<file path="config.mk">
export PLATFORM = sky130hd
export DESIGN_NAME = input_port_ctrl
export DESIGN_NICKNAME = d
export VERILOG_FILES = /design/src/rtl/input_port_ctrl.sv
export SDC_FILE = /design/constraint.sdc
export NUM_CORES = 1
export LEC_CHECK = 0
export CAP_MARGIN = 10
export CELL_PAD_IN_SITES_DETAIL_PLACEMENT = 0
export CELL_PAD_IN_SITES_GLOBAL_PLACEMENT = 1
export CORE_AREA = 2 2 79 62
export CTS_BUF_LIST = sky130_fd_sc_hd__clkbuf_4 sky130_fd_sc_hd__clkbuf_8 sky130_fd_sc_hd__clkbuf_16
export CTS_CLUSTER_DIAMETER = 50
export DETAILED_ROUTE_END_ITERATION = 8
export DIE_AREA = 0 0 81 64
export HOLD_SLACK_MARGIN = 0.05
export PLACE_DENSITY = 0.81
export SLEW_MARGIN = 20
export SYNTH_ARGS = -nofsm -noshare
export SYNTH_HDL_FRONTEND = slang
export SYNTH_SLANG_ARGS = --single-unit
</file>
<file path="constraint.sdc">
create_clock -name clk -period 2.3 [get_ports clk]
set_input_delay 0.46 -clock clk [delete_from_list [all_inputs] [get_ports clk]]
set_output_delay 0.46 -clock clk [all_outputs]
set_load 0.02 [all_outputs]
</file>
<file path="src/rtl/input_port_ctrl.sv">
// Input port controller: button presses capture switch values into a small FIFO,
// and the CPU drains it one word at a time through a level req / pulse ack handshake.
module input_port_ctrl #(
    parameter int DATA_WIDTH = 16,
    parameter int SW_WIDTH   = 4,
    parameter int DEPTH      = 4,
    parameter int DEPTH_LOG  = 2
) (
    input  logic                  clk,
    input  logic                  rst_n,
    input  logic [SW_WIDTH-1:0]   sw,
    input  logic                  btn,
    input  logic                  clr,
    input  logic                  rd_req,
    output logic [DATA_WIDTH-1:0] rd_data,
    output logic                  rd_ack,
    output logic [DEPTH_LOG:0]    count,
    output logic                  empty,
    output logic                  full,
    output logic                  overflow,
    output logic                  waiting,
    output logic [1:0]            dbg_state
);

    typedef enum logic [1:0] {
        S_IDLE    = 2'd0,
        S_WAIT    = 2'd1,
        S_ACK     = 2'd2,
        S_RELEASE = 2'd3
    } state_t;

    localparam logic [DEPTH_LOG:0] FULL_COUNT = (DEPTH_LOG + 1)'(DEPTH);

    state_t                state_q, state_d;
    logic [SW_WIDTH-1:0]   mem_q [DEPTH];
    logic [DEPTH_LOG:0]    wr_ptr_q, rd_ptr_q;
    logic                  btn_q;
    logic                  overflow_q;
    logic [DATA_WIDTH-1:0] rd_data_q;
    logic                  push_edge;
    logic                  push;
    logic                  pop;

    // Pointers carry one extra bit so a full FIFO is distinguishable from an empty one.
    assign count     = wr_ptr_q - rd_ptr_q;
    assign empty     = (count == '0);
    assign full      = (count == FULL_COUNT);
    assign push_edge = btn && !btn_q;
    assign push      = push_edge && !clr && (!full || pop);

    assign rd_data   = rd_data_q;
    assign rd_ack    = (state_q == S_ACK);
    assign waiting   = (state_q == S_WAIT);
    assign overflow  = overflow_q;
    assign dbg_state = state_q;

    always_comb begin
        state_d = state_q;
        pop     = 1'b0;
        case (state_q)
            S_IDLE: begin
                if (rd_req) begin
                    if (empty) begin
                        state_d = S_WAIT;
                    end else if (!clr) begin
                        pop     = 1'b1;
                        state_d = S_ACK;
                    end
                end
            end
            S_WAIT: begin
                if (!rd_req) begin
                    state_d = S_IDLE;
                end else if (!empty && !clr) begin
                    pop     = 1'b1;
                    state_d = S_ACK;
                end
            end
            S_ACK: begin
                state_d = S_RELEASE;
            end
            S_RELEASE: begin
                if (!rd_req) begin
                    state_d = S_IDLE;
                end
            end
            default: state_d = S_IDLE;
        endcase
    end

    always_ff @(posedge clk) begin
        if (!rst_n) begin
            state_q    <= S_IDLE;
            wr_ptr_q   <= '0;
            rd_ptr_q   <= '0;
            btn_q      <= 1'b1;  // a button held through reset must not look like a fresh press
            overflow_q <= 1'b0;
            rd_data_q  <= '0;
        end else begin
            state_q <= state_d;
            btn_q   <= btn;
            if (clr) begin
                wr_ptr_q   <= '0;
                rd_ptr_q   <= '0;
                overflow_q <= 1'b0;
            end else begin
                if (push) begin
                    wr_ptr_q <= wr_ptr_q + 1'b1;
                end
                if (pop) begin
                    rd_ptr_q <= rd_ptr_q + 1'b1;
                end
                if (push_edge && full && !pop) begin
                    overflow_q <= 1'b1;
                end
            end
            if (pop) begin
                rd_data_q <= DATA_WIDTH'(mem_q[rd_ptr_q[DEPTH_LOG-1:0]]);
            end
        end
    end

    // Storage needs no reset; when full with a simultaneous pop, the old head is read before being overwritten.
    always_ff @(posedge clk) begin
        if (rst_n && push) begin
            mem_q[wr_ptr_q[DEPTH_LOG-1:0]] <= sw;
        end
    end

endmodule

</file>
# == Yosys cells after proc, flatten, opt, wreduce, memory -nomap -nowiden ==
# Memories as Yosys holds them, arrays and structs flattened. A register that Yosys moved wholly into a read port is not among the register bits.
# Index checks and enable logic that the tools add are counted.
# totals
register_bits,10
ramBits,16
in_bits,9
elab_cells,51
mem_count,1
# op_classes
addsub,3
n_eq_ne,8
n_mux,15
n_bitwise,1
reduce_logical,18
# mem_list
memory,depth,width,read_ports,rd_clocked_by_memory_dff,wr,line_no,source
mem_q,4,4,1,1,1,35,logic [SW_WIDTH-1:0] mem_q [DEPTH];
# ops
cell,count
$mux 2,6
$pmux 2 s4,1
$logic_and 1x1->1,7
$mux 1,7
$add 3x1->3 const B,2
$logic_not 1->1,6
$eq 2x2->1 const B,2
$ne 2x2->1 const B,2
$reduce_and 4->1,1
$eq 3x3->1 const B,1
$logic_not 3->1,1
$ne 3x2->1 const B,1
$ne 3x3->1 const B,1
$sub 3x3->3,1
$eq 2x1->1 const B,1
$logic_not 2->1,1
$pmux 1 s2,1
$reduce_or 2->1,1
$logic_or 1x1->1,1
$not 1->1,1

# == Longest topological paths before layout ==
# Gate-level depths: netlist of run 1.
# depth
word_depth,12
depth_mapped,8

# == Worst setup path before layout of run 1 ==
# OpenSTA, ideal clock, no wires.
# synth_timing
kind,register -> register
from,register wr_ptr_q[0]
to,"memory mem_q[0][0], enable pin"
setup_time_ns,0.309
arrival_time_ns,2.047
setup_slack_ns,-0.056
path_stages_with_launch,8
n_path_buf,0
cell_sequence,dfxtp_1 inv_1 ha_1 fa_1 xor3_2 and2_1 a21oi_1 and2_1
# synth_rtl
item,line_no,source
start: declaration,36,"logic [DEPTH_LOG:0] wr_ptr_q, rd_ptr_q;"
start signal: assignment,108,wr_ptr_q <= wr_ptr_q + 1'b1;
$sub 3x3->3,45,assign count = wr_ptr_q - rd_ptr_q;
net count[2],17,"output logic [DEPTH_LOG:0] count,"
$eq 3x3->1,47,assign full = (count == FULL_COUNT);
net full,19,"output logic full,"
$logic_not 1->1,49,assign push = push_edge && !clr && (!full || pop);
$logic_or 1x1->1,49,
$logic_and 1x1->1,49,
$logic_and 1x1->1,125,if (rst_n && push) begin
$mux 1,125,
$mux 1 (not written as such),126,mem_q[wr_ptr_q[DEPTH_LOG-1:0]] <= sw;
end: declaration,35,
# The timed path passes the listed nets, and every way through them passes these cells.

# == Worst setup path in the final report of run 1 ==
# layout_timing
from,register wr_ptr_q[0]
to,output port full
# layout_via
elab_chain_cells,2
# layout_rtl
item,line_no
$sub 3x3->3,45
$eq 3x3->1,47
end: declaration,19
# Every way passes these cells.

==> impl_metrics.json, run 1 <==
{
  "cts_buffers": 5,
  "synth-compound-area-share_pct": 8.23,
  "clk_pin_slew_ps": 70,
  "dp_hpwl_um": 2170,
  "yosys.cell_types.count": 30,
  "syn_inst": 122,
  "routed-wl-met2_um": 1360,
  "r2r-start": "wr_ptr_q[0]",
  "ir_drop_mv": 0.477,
  "synth_edf_count": 16,
  "skew_ps": 4.45,
  "seq_area_frac_synth_pct": 52.6,
  "fin_crit_sh_pct": 97.0,
  "cts_max_level": 2,
  "rows": 21,
  "synth_async_sr_flop_share_pct": 0,
  "critPathMaxFanout": 3,
  "fmax_mhz": 448,
  "rsz0062_at_grt": "no",
  "min_path_cells": 2,
  "coreArea_sq_um": 4360,
  "criticalPathCategory": "reg -> out",
  "drt_wl_total_um": 2780,
  "hold_ws_ps": 437,
  "io_pins": 35,
  "cap_violations": 0,
  "synthMuxAreaShare_pct": 6.93,
  "synth-simple-area-share_pct": 13.3,
  "required_ps": 1840,
  "ys.warnings.count": 0,
  "startpoint": "wr_ptr_q[0]",
  "hold_class": "reg -> reg",
  "yosys.area.top_type_share_pct": 33.2,
  "grt_pass1_vias": 1033,
  "grt.overflow.total": 0,
  "p_per_area_nw_per_um2": 550,
  "drive_gt1_share_pct": 28.2,
  "final_common_cell": "clkdlybuf4s50_1",
  "critPathCaptureType": "primary output",
  "drc": 0,
  "cts_tree": "built",
  "grt_usage_pct": 11.9,
  "vias": 996,
  "dieArea_sq_um": 5180,
  "synth_fa_ha_area_share_pct": 6.58,
  "dr.pass1.iters": 4,
  "final.setup.tns_ps": 0,
  "synth_area_sq_um": 1450,
  "clk_latency_ps": 270,
  "nNetsFinal": 178,
  "drt_iter0_drc": 35,
  "grt_max_degree": 15,
  "viasPerCell": 4.53,
  "reg2reg_depth": 8,
  "layout_common_cells": "clkdlybuf4s50_1, edfxtp_1, buf_4",
  "grt_pass1_wl_um": 4690,
  "synth_top_family_by_area": "simple AND/OR/NAND/NOR gates",
  "period_needed_ps": 2230,
  "ys_ff_latch": 30,
  "wl_per_cell_um": 12.6,
  "area_delta_synth_final_pct": 31.9,
  "synth_xor_area_share_pct": 2.94,
  "root_buffer": "clkbuf_8",
  "die_h_um": 64,
  "antenna_found_initial": 0,
  "final-hold-violation-count": 0,
  "final_antenna_net_count": 0,
  "synth_area_leaders": "edfxtp_1, dfxtp_1, buf_4",
  "leakagePower_nw": 0.733,
  "start_util_pct": 33.1,
  "status": "finished, final reports clean",
  "drv_slew": 0,
  "critical_path_arrival_ps": 1770,
  "synth_top_area_cell": "edfxtp_1",
  "die_w_um": 81,
  "syn_avg_cell_area_sq_um": 11.8,
  "min_from": "overflow",
  "cts_max_path_buffers": 2,
  "highest_layer": "met4",
  "drt-met1-wl_um": 1270,
  "hold_buffers": 0,
  "diodes": 0,
  "setup-violations-final": 0,
  "ys.flop_type": "edfxtp_1",
  "cts_sinks": 30,
  "port_buffers": 22,
  "routabilityCongestion": 0.707,
  "setup.worst_path.start_class": "flip-flop",
  "wl_met3_um": 130,
  "fill_cells": 414
}
[worst max-delay path, stage by stage (launching register included)]
cell and delay (ps):
dfxtp_2 340, inv_2 50, ha_4 150, fa_2 550
and2_4 150, and2_4 150, buf_6 110
[worst paths after layout]
check | slack [ps] | to
worst max-delay path | 70 | full
worst min-delay path | 440 | overflow
worst max register to register | 150 | mem_q[2][0]
worst min register to register | 440 | overflow
[where the power goes]
| group | leakage (nW) | internal [mW] | switching (mW) |
|---|---|---|---|
| Clock | 0.0416 | 0.207 | 0.193 |
| Sequential | 0.258 | 0.567 | 0.00199 |
| Combinational | 0.433 | 0.0316 | 0.0474 |
[metal layers]
| layer | track usage, % | vias to the layer above |
|---|---|---|
| li1 | - | 476 |
| met1 | 15.5 | 487 |
| met2 | 19.6 | 31 |
| met3 | 3.39 | 2 |
| met4 | 2.54 | 0 |
| met5 | 0 | - |
[cells by family after synthesis]
| family | count (synthesis) |
|---|---|
| compound gates | 17 |
| simple gates | 37 |
| flops | 30 |
| xor+xnor | 3 |
| other cells | 1 |
| fa+ha+maj | 7 |
| buf+inv | 22 |
| mux | 5 |
[registers in the layout, indices dropped and copies added, names as in the netlist]
signal / count
overflow: 1
rd_data: 4
dbg_state: 2
btn_q: 1
rd_ptr_q: 3
wr_ptr_q: 3
mem_q: 16
[through the flow]
stage | cell area [sq um] | util (%) | total power, mW | cells | setup WS, ps
after floorplan | 1520 | - | 0.638 | 133 | 19.0
after global placement | 1800 | 41.3 | 0.656 | 210 | -199
after detailed placement | 1800 | 41.3 | 0.658 | 210 | -233
after CTS | 1910 | 43.8 | 1.06 | 219 | -12.1
after global routing | 1910 | 43.7 | 1.10 | 220 | 12.5
final | 1910 | 43.7 | 1.05 | 220 | 68.1
[synth_stat cells (all sizes together) (2+ instances only)]
master and count:
a21boi 2, buf 13, clkbuf 2, inv 7, ha 6, edfxtp 16
mux4 4, a21oi 3, nand3 5, o21ai 9, nand2b 3, nand2 9
and2 7, dfxtp 14, nor2 6, nor2b 2
[area by class of cell]
class	count	area [sq um]	area share [%]
sequential	30	762	40.0
multi-input combinational	81	638	33.5
timing repair buffer	37	323	16.9
tap	57	71.3	3.74
clock buffer	5	68.8	3.61
inverter	7	26.3	1.38
clock inverter	3	16.3	0.854
[timing repair]
action	in CTS	in global routing
hold endpoints to repair	0	0
gates resized for setup	15	4
buffers inserted	1	2
endpoints found under the setup margin	20	19
pin swaps	2	4
Note: power is estimated with default switching activity, not from simulation.
==> inputs of run 2 (changes only) <==
GPL_TIMING_DRIVEN = 0   (was default)
==> run 2 against run 1 <==
Against the previous run:
- largest cell class unchanged
- clock power increased by 54%
- critical path type unchanged
- global-route usage is 0.45 points lower
- register-to-register slack worse by 70 ps
- flip-flop and latch count unchanged
- cell area grew 4.2%
- critical path depth is the same
- wire length down 5.5%
- maximum frequency shrank 2.9%
==> impl_metrics.json, run 2 (same netlist as run 1, synthesis figures left out) <==
{
  "dp_hpwl_um": 2050,
  "final_antenna_net_count": 0,
  "drt_wl_total_um": 2620,
  "required_ps": 1840,
  "clk_latency_ps": 280,
  "fmax_mhz": 435,
  "drive_gt1_share_pct": 29.3,
  "grt.overflow.total": 0,
  "clk_pin_slew_ps": 60,
  "antenna_found_initial": 0,
  "grt_usage_pct": 11.4,
  "port_buffers": 22,
  "cap_violations": 0,
  "cts_sinks": 30,
  "status": "finished, final reports clean",
  "fill_cells": 403,
  "diodes": 0,
  "cts_max_path_buffers": 2,
  "dp_cells": 212,
  "ir_drop_mv": 0.437,
  "period_needed_ps": 2300,
  "rsz0062_at_grt": "yes",
  "rows": 21,
  "start_util_pct": 33.1,
  "nNetsFinal": 182,
  "cp_common_cell": "and2_4",
  "final_cells": 224,
  "routabilityCongestion": 0.727,
  "hold_ws_ps": 448,
  "cpMaxStageDelayCell": "fa_2",
  "dieArea_sq_um": 5180,
  "cp_cell_sequence": "inv_4, ha_4, fa_2, and2_4, and2_4, buf_6",
  "critical_path_arrival_ps": 1840,
  "layout_common_cells": "buf_4, clkdlybuf4s50_1, edfxtp_1",
  "vias": 980,
  "drt_iter0_drc": 44,
  "skew_ps": 4.34,
  "setup-violations-final": 0,
  "critPathCaptureType": "primary output",
  "slowest_delay_ps": 590,
  "leakagePower_nw": 0.775,
  "cts_max_level": 2,
  "hold_buffers": 0,
  "drc": 0,
  "coreArea_sq_um": 4360,
  "grt_pass1_wl_um": 4280,
  "p_per_area_nw_per_um2": 643,
  "grt_max_degree": 11,
  "area_delta_synth_final_pct": 37.4,
  "largest_reg_flops": 16,
  "fin_crit_sh_pct": 99.9,
  "cts_tree": "built",
  "grt_pass1_vias": 960,
  "io_pins": 35,
  "drv_slew": 0,
  "criticalPathCategory": "reg -> out",
  "die_h_um": 64,
  "dr.pass1.iters": 4,
  "final-hold-violation-count": 0,
  "critPathMaxFanout": 3,
  "wl_per_cell_um": 11.7,
  "viasPerCell": 4.38,
  "die_w_um": 81,
  "root_buffer": "clkbuf_8",
  "setup.worst_path.start_class": "flip-flop",
  "hold_class": "reg -> reg",
  "cts_buffers": 5
}
run 2: path summary, 6_finish.rpt:
path                                  start     endpoint  slack [ps]  cells after the start
worst min register to register     overflow     overflow         450                      2
worst max register to register  wr_ptr_q[0]  mem_q[2][0]          80                      8
worst max-delay path            wr_ptr_q[0]         full           2                      6
worst min-delay path               overflow     overflow         450                      2
run 2: layout make-up:
class	instances	area (sq um)	share of cell area, %
Multi-Input combinational cell	81	641	32.3
Inverter	7	28.8	1.45
Timing Repair Buffer	26	243	12.2
Buffer	15	105	5.29
Sequential cell	30	764	38.5
Tap cell	57	71.3	3.59
Clock inverter	3	63.8	3.21
Clock buffer	5	68.8	3.47
run 2: metrics by stage:
step / total power [mW] / TNS [ps] / utilization, % / worst slack [ps] / cell area [sq um]
floorplan: 0.638 / 0 / - / 19.0 / 1520
global placement: 0.667 / -863 / 41.5 / -342 / 1810
detailed placement: 0.669 / -1410 / 41.5 / -368 / 1810
CTS: 1.29 / -6.32 / 45.0 / -6.32 / 1960
global route: 1.32 / -87.5 / 45.5 / -58.3 / 1990
finish: 1.28 / 0 / 45.5 / 1.66 / 1990
run 2: repair_timing:
| item | 4_1_cts | 5_1_grt |
|---|---|---|
| resized for setup | 14 | 7 |
| gates cloned | 0 | 0 |
| setup buffers | 3 | 1 |
| endpoints found under the setup margin | 20 | 3 |
| pin swaps | 2 | 2 |
run 2: routing by layer:
layer	routed length [um]	global-route usage (%)
met5	0	0
met4	27	5.93
met3	172	5.51
met2	1210	17.5
met1	1220	13.2
run 2: critical path, delay by kind of cell, from the launching register on:
family | cells | cell delay (ps)
buffers and inverters | 2 | 160
DFF | 1 | 360
and+or+nand+nor | 2 | 300
adders and majority gates | 2 | 740
run 2: where the power goes:
group / switching (mW) / total (mW) / internal [mW]
Sequential: 0.00220 / 0.568 / 0.566
Combinational: 0.0487 / 0.0910 / 0.0423
Clock: 0.190 / 0.618 / 0.428
Total: 0.241 / 1.28 / 1.04
